==> src/rtl/data_mem_pipe_pkg.sv <==
// Shared width encodings, byte-lane mask constants and access-legality helpers
// for the pipelined data memory.
package data_mem_pipe_pkg;

   // Access width / extension codes used across the load/store path.
   localparam logic [2:0] WIDTH_8S  = 3'b000;
   localparam logic [2:0] WIDTH_16S = 3'b001;
   localparam logic [2:0] WIDTH_32  = 3'b010;
   localparam logic [2:0] WIDTH_8U  = 3'b100;
   localparam logic [2:0] WIDTH_16U = 3'b101;

   // Byte-lane masks before shifting into position by addr[1:0].
   localparam logic [3:0] MASK_B = 4'b0001;
   localparam logic [3:0] MASK_H = 4'b0011;
   localparam logic [3:0] MASK_W = 4'b1111;

   // Control captured alongside the synchronous array read.
   typedef struct packed {
      logic       we;
      logic       fault;
      logic [1:0] lsb;
      logic [2:0] width;
   } stage_ctl_t;

   function automatic logic width_legal(input logic [2:0] w);
      return (w == WIDTH_8S) || (w == WIDTH_8U) || (w == WIDTH_16S) ||
             (w == WIDTH_16U) || (w == WIDTH_32);
   endfunction

   function automatic logic width_aligned(input logic [2:0] w, input logic [1:0] lsb);
      case (w)
         WIDTH_16S, WIDTH_16U: width_aligned = !lsb[0];
         WIDTH_32:             width_aligned = (lsb == 2'b00);
         default:              width_aligned = 1'b1;
      endcase
   endfunction

   function automatic logic [3:0] width_mask(input logic [2:0] w, input logic [1:0] lsb);
      case (w)
         WIDTH_8S, WIDTH_8U:   width_mask = MASK_B << lsb;
         WIDTH_16S, WIDTH_16U: width_mask = MASK_H << lsb;
         WIDTH_32:             width_mask = MASK_W;
         default:              width_mask = 4'b0000;
      endcase
   endfunction

endpackage

==> src/rtl/data_mem_pipe_load_align_ext.sv <==
// Load lane select and sign/zero extension; purely combinational.
module load_align_ext
   import data_mem_pipe_pkg::*;
(
   input  logic [31:0] word,
   input  logic [1:0]  lsb,
   input  logic [2:0]  width_src,
   output logic [31:0] data
);

   logic [31:0] sh;

   // Shift the addressed lane down to bit 0, then extend per width code.
   always_comb begin
      sh   = word >> {lsb, 3'b000};
      data = 32'h0;
      case (width_src)
         WIDTH_8S:  data = {{24{sh[7]}}, sh[7:0]};
         WIDTH_8U:  data = {24'h0, sh[7:0]};
         WIDTH_16S: data = {{16{sh[15]}}, sh[15:0]};
         WIDTH_16U: data = {16'h0, sh[15:0]};
         WIDTH_32:  data = word;
         default:   data = 32'h0;
      endcase
   end

endmodule

==> src/rtl/data_mem_pipe.sv <==
// Pipelined byte-write data memory: valid/ready request, in-order response after
// RSP_LATENCY (1 or 2) cycles, faults for misaligned/out-of-range/illegal widths.
module data_mem_pipe
   import data_mem_pipe_pkg::*;
#(
   parameter int DEPTH_WORDS = 64,
   parameter int ADDR_WIDTH  = 32,
   parameter int RSP_LATENCY = 1
) (
   input  logic                  clk_i,
   input  logic                  rst_n_i,
   input  logic                  req_valid_i,
   output logic                  req_ready_o,
   input  logic                  req_we_i,
   input  logic [2:0]            req_width_src_i,
   input  logic [ADDR_WIDTH-1:0] req_addr_i,
   input  logic [31:0]           req_wdata_i,
   output logic                  rsp_valid_o,
   input  logic                  rsp_ready_i,
   output logic [31:0]           rsp_rdata_o,
   output logic                  rsp_fault_o
);

   localparam int IDX_W = $clog2(DEPTH_WORDS);

   logic [31:0]          mem [DEPTH_WORDS];
   logic [31:0]          rd_word;
   logic [31:0]          wrep;
   logic [31:0]          ext_data;
   logic [31:0]          s1_rdata;
   logic                 s1_fault;
   logic [3:0]           mask;
   logic [IDX_W-1:0]     idx;
   logic                 stall;
   logic                 accept;
   logic                 fault_in;
   logic [RSP_LATENCY:1] vld_pipe;
   stage_ctl_t           s1_ctl;

   // A held response freezes every stage, including the array read/write.
   assign stall       = rsp_valid_o && !rsp_ready_i;
   assign req_ready_o = !stall;
   assign accept      = req_valid_i && !stall;
   assign idx         = req_addr_i[IDX_W+1:2];
   assign mask        = width_mask(req_width_src_i, req_addr_i[1:0]);
   assign fault_in    = !width_legal(req_width_src_i) ||
                        !width_aligned(req_width_src_i, req_addr_i[1:0]) ||
                        (req_addr_i[ADDR_WIDTH-1:IDX_W+2] != '0);
   assign rsp_valid_o = vld_pipe[RSP_LATENCY];

   // Replicate right-aligned store data so every lane the mask can pick has it.
   always_comb begin
      wrep = req_wdata_i;
      case (req_width_src_i)
         WIDTH_8S, WIDTH_8U:   wrep = {4{req_wdata_i[7:0]}};
         WIDTH_16S, WIDTH_16U: wrep = {2{req_wdata_i[15:0]}};
         default:              wrep = req_wdata_i;
      endcase
   end

   // Byte-lane write; faulted stores (including aliasing out-of-range ones) never write.
   always_ff @(posedge clk_i) begin
      if (accept && req_we_i && !fault_in) begin
         for (int l = 0; l < 4; l++)
            if (mask[l]) mem[idx][8*l +: 8] <= wrep[8*l +: 8];
      end
   end

   // Synchronous array read, enabled only on acceptance so it holds under stall.
   always_ff @(posedge clk_i) begin
      if (accept) rd_word <= mem[idx];
   end

   // Valid shift register and per-request control, dropped on reset.
   always_ff @(posedge clk_i or negedge rst_n_i) begin
      if (!rst_n_i) begin
         vld_pipe <= '0;
         s1_ctl   <= '0;
      end else if (!stall) begin
         vld_pipe <= RSP_LATENCY'({vld_pipe, accept});
         s1_ctl   <= '{we: req_we_i, fault: fault_in, lsb: req_addr_i[1:0],
                       width: req_width_src_i};
      end
   end

   load_align_ext u_ext (
      .word      (rd_word),
      .lsb       (s1_ctl.lsb),
      .width_src (s1_ctl.width),
      .data      (ext_data)
   );

   // Stores and faults return zero data; the gate also hides the unreset array.
   assign s1_rdata = (vld_pipe[1] && !s1_ctl.we && !s1_ctl.fault) ? ext_data : 32'h0;
   assign s1_fault = vld_pipe[1] && s1_ctl.fault;

   if (RSP_LATENCY == 1) begin : g_lat1
      assign rsp_rdata_o = s1_rdata;
      assign rsp_fault_o = s1_fault;
   end else begin : g_lat2
      logic [31:0] s2_rdata;
      logic        s2_fault;

      // Extra output register after extension for the two-cycle variant.
      always_ff @(posedge clk_i or negedge rst_n_i) begin
         if (!rst_n_i) begin
            s2_rdata <= 32'h0;
            s2_fault <= 1'b0;
         end else if (!stall) begin
            s2_rdata <= s1_rdata;
            s2_fault <= s1_fault;
         end
      end

      assign rsp_rdata_o = s2_rdata;
      assign rsp_fault_o = s2_fault;
   end

endmodule

==> config.mk <==
export PLATFORM = sky130hd
export DESIGN_NAME = data_mem_pipe
export DESIGN_NICKNAME = d
export VERILOG_FILES = /design/src/rtl/data_mem_pipe_pkg.sv /design/src/rtl/data_mem_pipe_load_align_ext.sv /design/src/rtl/data_mem_pipe.sv
export SDC_FILE = /design/constraint.sdc
export NUM_CORES = 2
export LEC_CHECK = 0
export CORE_MARGIN = 2
export CORE_UTILIZATION = 45
export DETAILED_ROUTE_END_ITERATION = 7
export SYNTH_ARGS = -nofsm -noshare
export SYNTH_HDL_FRONTEND = slang
export SYNTH_SLANG_ARGS = --single-unit
==> constraint.sdc <==
create_clock -name clk_i -period 3.4 [get_ports clk_i]
set_clock_uncertainty 0.15 [all_clocks]
set_input_delay 1.02 -clock clk_i [delete_from_list [all_inputs] [get_ports clk_i]]
set_output_delay 1.02 -clock clk_i [all_outputs]
set_load 0.005 [all_outputs]
==> run_results.csv <==
group,metric,value,unit
floorplanning,die_w,430,um
logic_synthesis,post_synth_xor_area_fraction,0,%
placed_design,port_buffers,106,
routing,via_count,46100,
power_and_ir_drop,power_density,557,mW/mm2
outcome,status,"finished, violations left",
clock_network,cts_root_buffer,"clkbuf_16",
power_and_ir_drop,vdd_drop_max,0.468,mV
logic_synthesis,yosys_warnings,0,
floorplanning,die_area,0.185,mm2
hold_path,holdCritPathClass,"primary input to async pin",
routing,wire_per_inst,29.7,um
logic_synthesis,ys_async_sr_fraction,0.383,%
setup_path,worstSetupStartpointType,"flop",
clock_network,clock-sinks,2088,
logic_synthesis,synth_fa_ha_area_share,0,%
grt,first_global_vias,45500,
sta,period_needed,3.75,ns
grt,busiest_layer,"met2",
setup_path,crit_path_end_kind,"primary output",
placed_design,gp_congestion,0.957,
setup_path,cp_data_arrival_time,2.58,ns
sta,fmax,267,MHz
sta,final_max_slew_viol_count,0,
logic_synthesis,yosysSeqAreaShare,76.8,%
sta,slew_headroom,45.0,%
floorplanning,chipHeight,430,um
setup_path,cp.required,2.23,ns
sta,worst_pin_slew,0.824,ns
sta,setup-tns-final,-7.15,ns
logic_synthesis,synth_top_area_cell,"edfxtp_1",
clock_network,cts_buffer_depth,3,
grt,grtUsageTotal,24.9,%
setup_path,worstSetupPathType,"flop to primary output",
sta,finalHoldViolCount,0,
grt,grtUsageMet1,34.8,%
grt,met2_usage,38.7,%
setup_path,cp_max_fo,7,
setup_path,reg2regPathDepth,7,
logic_synthesis,synth_area_per_cell,18.6,um2
power_and_ir_drop,leakage,33.3,nW
clock_network,clk_pin_slew,0.06,ns
logic_synthesis,synth_seq_cells,2088,
logic_synthesis,yosys.area.top_type_share,76.6,%
logic_synthesis,synthCells,4373,
grt,grt_pass1_wl,330,mm
run,drv_cap,0,
logic_synthesis,synth_cell_types,52,
finish,syn_to_final_growth,22.0,%
routing,wl,232,mm
routing,routed_via_density,5.91,
placed_design,placedCellCount,7404,
floorplanning,coreArea,0.180,mm2
sta,setup-violations-final,31,
logic_synthesis,synth_top_family_by_area,"multiplexers",
sta,timing.hold.ws,0.319,ns
logic_synthesis,netlist_area,0.0815,mm2
logic_synthesis,syn_nets,4445,
logic_synthesis,yosysMostFrequentCell,"edfxtp_1",
grt,grt_max_degree,65,
grt,antenna_found_initial,5,
clock_network,insertion_delay,0.84,ns
clock_network,ctsHtreeMaxLevel,4,
logic_synthesis,synth_edf_count,2080,
sta,setup_ws,-0.351,ns
sta,rsz0062_at_grt,"yes",
logic_synthesis,yosys-top-cells-count,"edfxtp_1, nor2_1, mux2i_1, mux4_2, o21ai_0",
clock_network,cts_inserted_buffers,207,
floorplanning,start_util,45.2,%
logic_synthesis,yosys.area_share.simple,3.06,%
clock_network,cts_tree,"built",
sta,finalCritPeriodShare,110,%
routing,drt_pass1_iterations,6,
finish,final_cells,7801,
floorplanning,rows,156,
finish,final_nets,5330,
logic_synthesis,synth_area_leaders,"edfxtp_1, mux4_2, mux2i_1, nor2_1, a221oi_1",
outcome,violations,"negative setup slack",
placed_design,post-dp-hpwl,157,mm
logic_synthesis,synth_compound_area_share,6.76,%
finish,drive_above_1_share,29.2,%
logic_synthesis,ys.flop_type,"edfxtp_1",
routing,drt.antenna.violating_nets,0,
grt,grt-ovfl-total,0,
floorplanning,ioPinCount,107,
logic_synthesis,muxShareOfSynthArea,11.4,%
clock_network,cts_hold_buffers,0,
routing,drtIter0Drc,6090,
routing,drc_errors,0,
grt,grt_use_met3,5.14,%
## critical path, stage by stage, from the launching register on
cell and delay, ns:
edfxtp_1 0.51, mux2i_2 0.28, a211oi_2 0.13, nand2_1 0.13, o21a_4 0.20, buf_12 0.15, a21oi_2 0.05, buf_4 0.15
buf_6 0.11
## report_power, final
| group | internal (mW) | switching [mW] |
|---|---|---|
| Combinational | 1.44 | 2.30 |
| Sequential | 28.5 | 0.0677 |
| Clock | 13.3 | 9.74 |
| Total | 43.3 | 12.1 |
## layout by cell type (no fill, tap or decap), types with 20 or more instances in the layout
| cell type | Yosys | final |
|---|---|---|
| edfxtp_1 | 2080 | 2080 |
| buf_4 | 11 | 728 |
| nor2_1 | 382 | 375 |
| mux2i_1 | 346 | 339 |
| mux4_2 | 242 | 242 |
| clkbuf_16 | 0 | 210 |
| o21ai_0 | 145 | 128 |
| buf_12 | 0 | 128 |
| a221oi_1 | 125 | 125 |
| o22ai_1 | 124 | 124 |
| nand2_1 | 116 | 114 |
| a22oi_1 | 115 | 109 |
| clkdlybuf4s50_1 | 0 | 62 |
| a22o_1 | 61 | 61 |
| o211ai_1 | 59 | 59 |
| a221o_1 | 58 | 58 |
| clkinv_1 | 0 | 52 |
| clkinv_2 | 0 | 39 |
| mux2_2 | 35 | 35 |
| nand4_1 | 31 | 31 |
| buf_2 | 118 | 29 |
| clkbuf_1 | 100 | 27 |
| bufinv_16 | 0 | 27 |
| a21oi_1 | 45 | 21 |
| a21oi_2 | 0 | 20 |
## metal layers
layer  up-vias  part of all wire (%)
met4         6                   4.0
met2      2140                    47
li1      19800                     -
met1     23800                    41
met3       383                   8.6
met5         -                 0.016
## registers in the layout (all words and copies together), names as in the netlist
signal       flops
rd_word         32
s1_ctl           7
mem           2048
rsp_valid_o      1
## per-stage QoR
step	setup slack, ns	utilization (%)	total power [mW]	cell area [um2]
after floorplan	0.102	-	30.8	81600
after global placement	-0.537	51.1	32.7	92200
after detailed placement	-0.566	51.1	32.7	92200
after CTS	-0.393	55.1	55.7	99300
after global routing	-0.458	55.2	56.9	99500
final	-0.351	55.2	55.4	99500
## timing repair
item / in CTS / in global routing
buffers inserted: 11 / 3
pin swaps: 22 / 17
cloned: 1 / 1
setup endpoints to repair: 33 / 33
gates resized for setup: 179 / 46
hold endpoints to repair: 0 / 0
## cell type report
| type | instances | area (um2) |
|---|---|---|
| Multi-Input combinational cell | 1986 | 17800 |
| Sequential cell | 2088 | 62700 |
| Timing Repair Buffer | 974 | 9110 |
| Antenna cell | 1 | 2.50 |
| Clock inverter | 145 | 1570 |
| Clock buffer | 236 | 5330 |
| Inverter | 1 | 11.3 |
| Fill cell | 13900 | 80900 |
| Tap cell | 2370 | 2970 |
## path summary, 6_finish.rpt
path,end,slack (ns),from
min in group clk_i,s1_ctl[6],0.36,s1_ctl[6]
min,s1_ctl[6],0.32,rst_n_i
max in group asynchronous,s1_ctl[3],2.48,rst_n_i
min reg2reg,s1_ctl[6],0.36,s1_ctl[6]
max reg2reg,rd_word[0],0.70,mem[49][0]
max,rsp_rdata_o[26],-0.35,rd_word[15]
## cells by family after synthesis
| logic type | Yosys count |
|---|---|
| buffers and inverters | 299 |
| and+or+nand+nor | 597 |
| AOI/OAI and AO/OA | 765 |
| DFF | 2088 |
| muxes | 624 |
(Power assumes the default switching activity.)
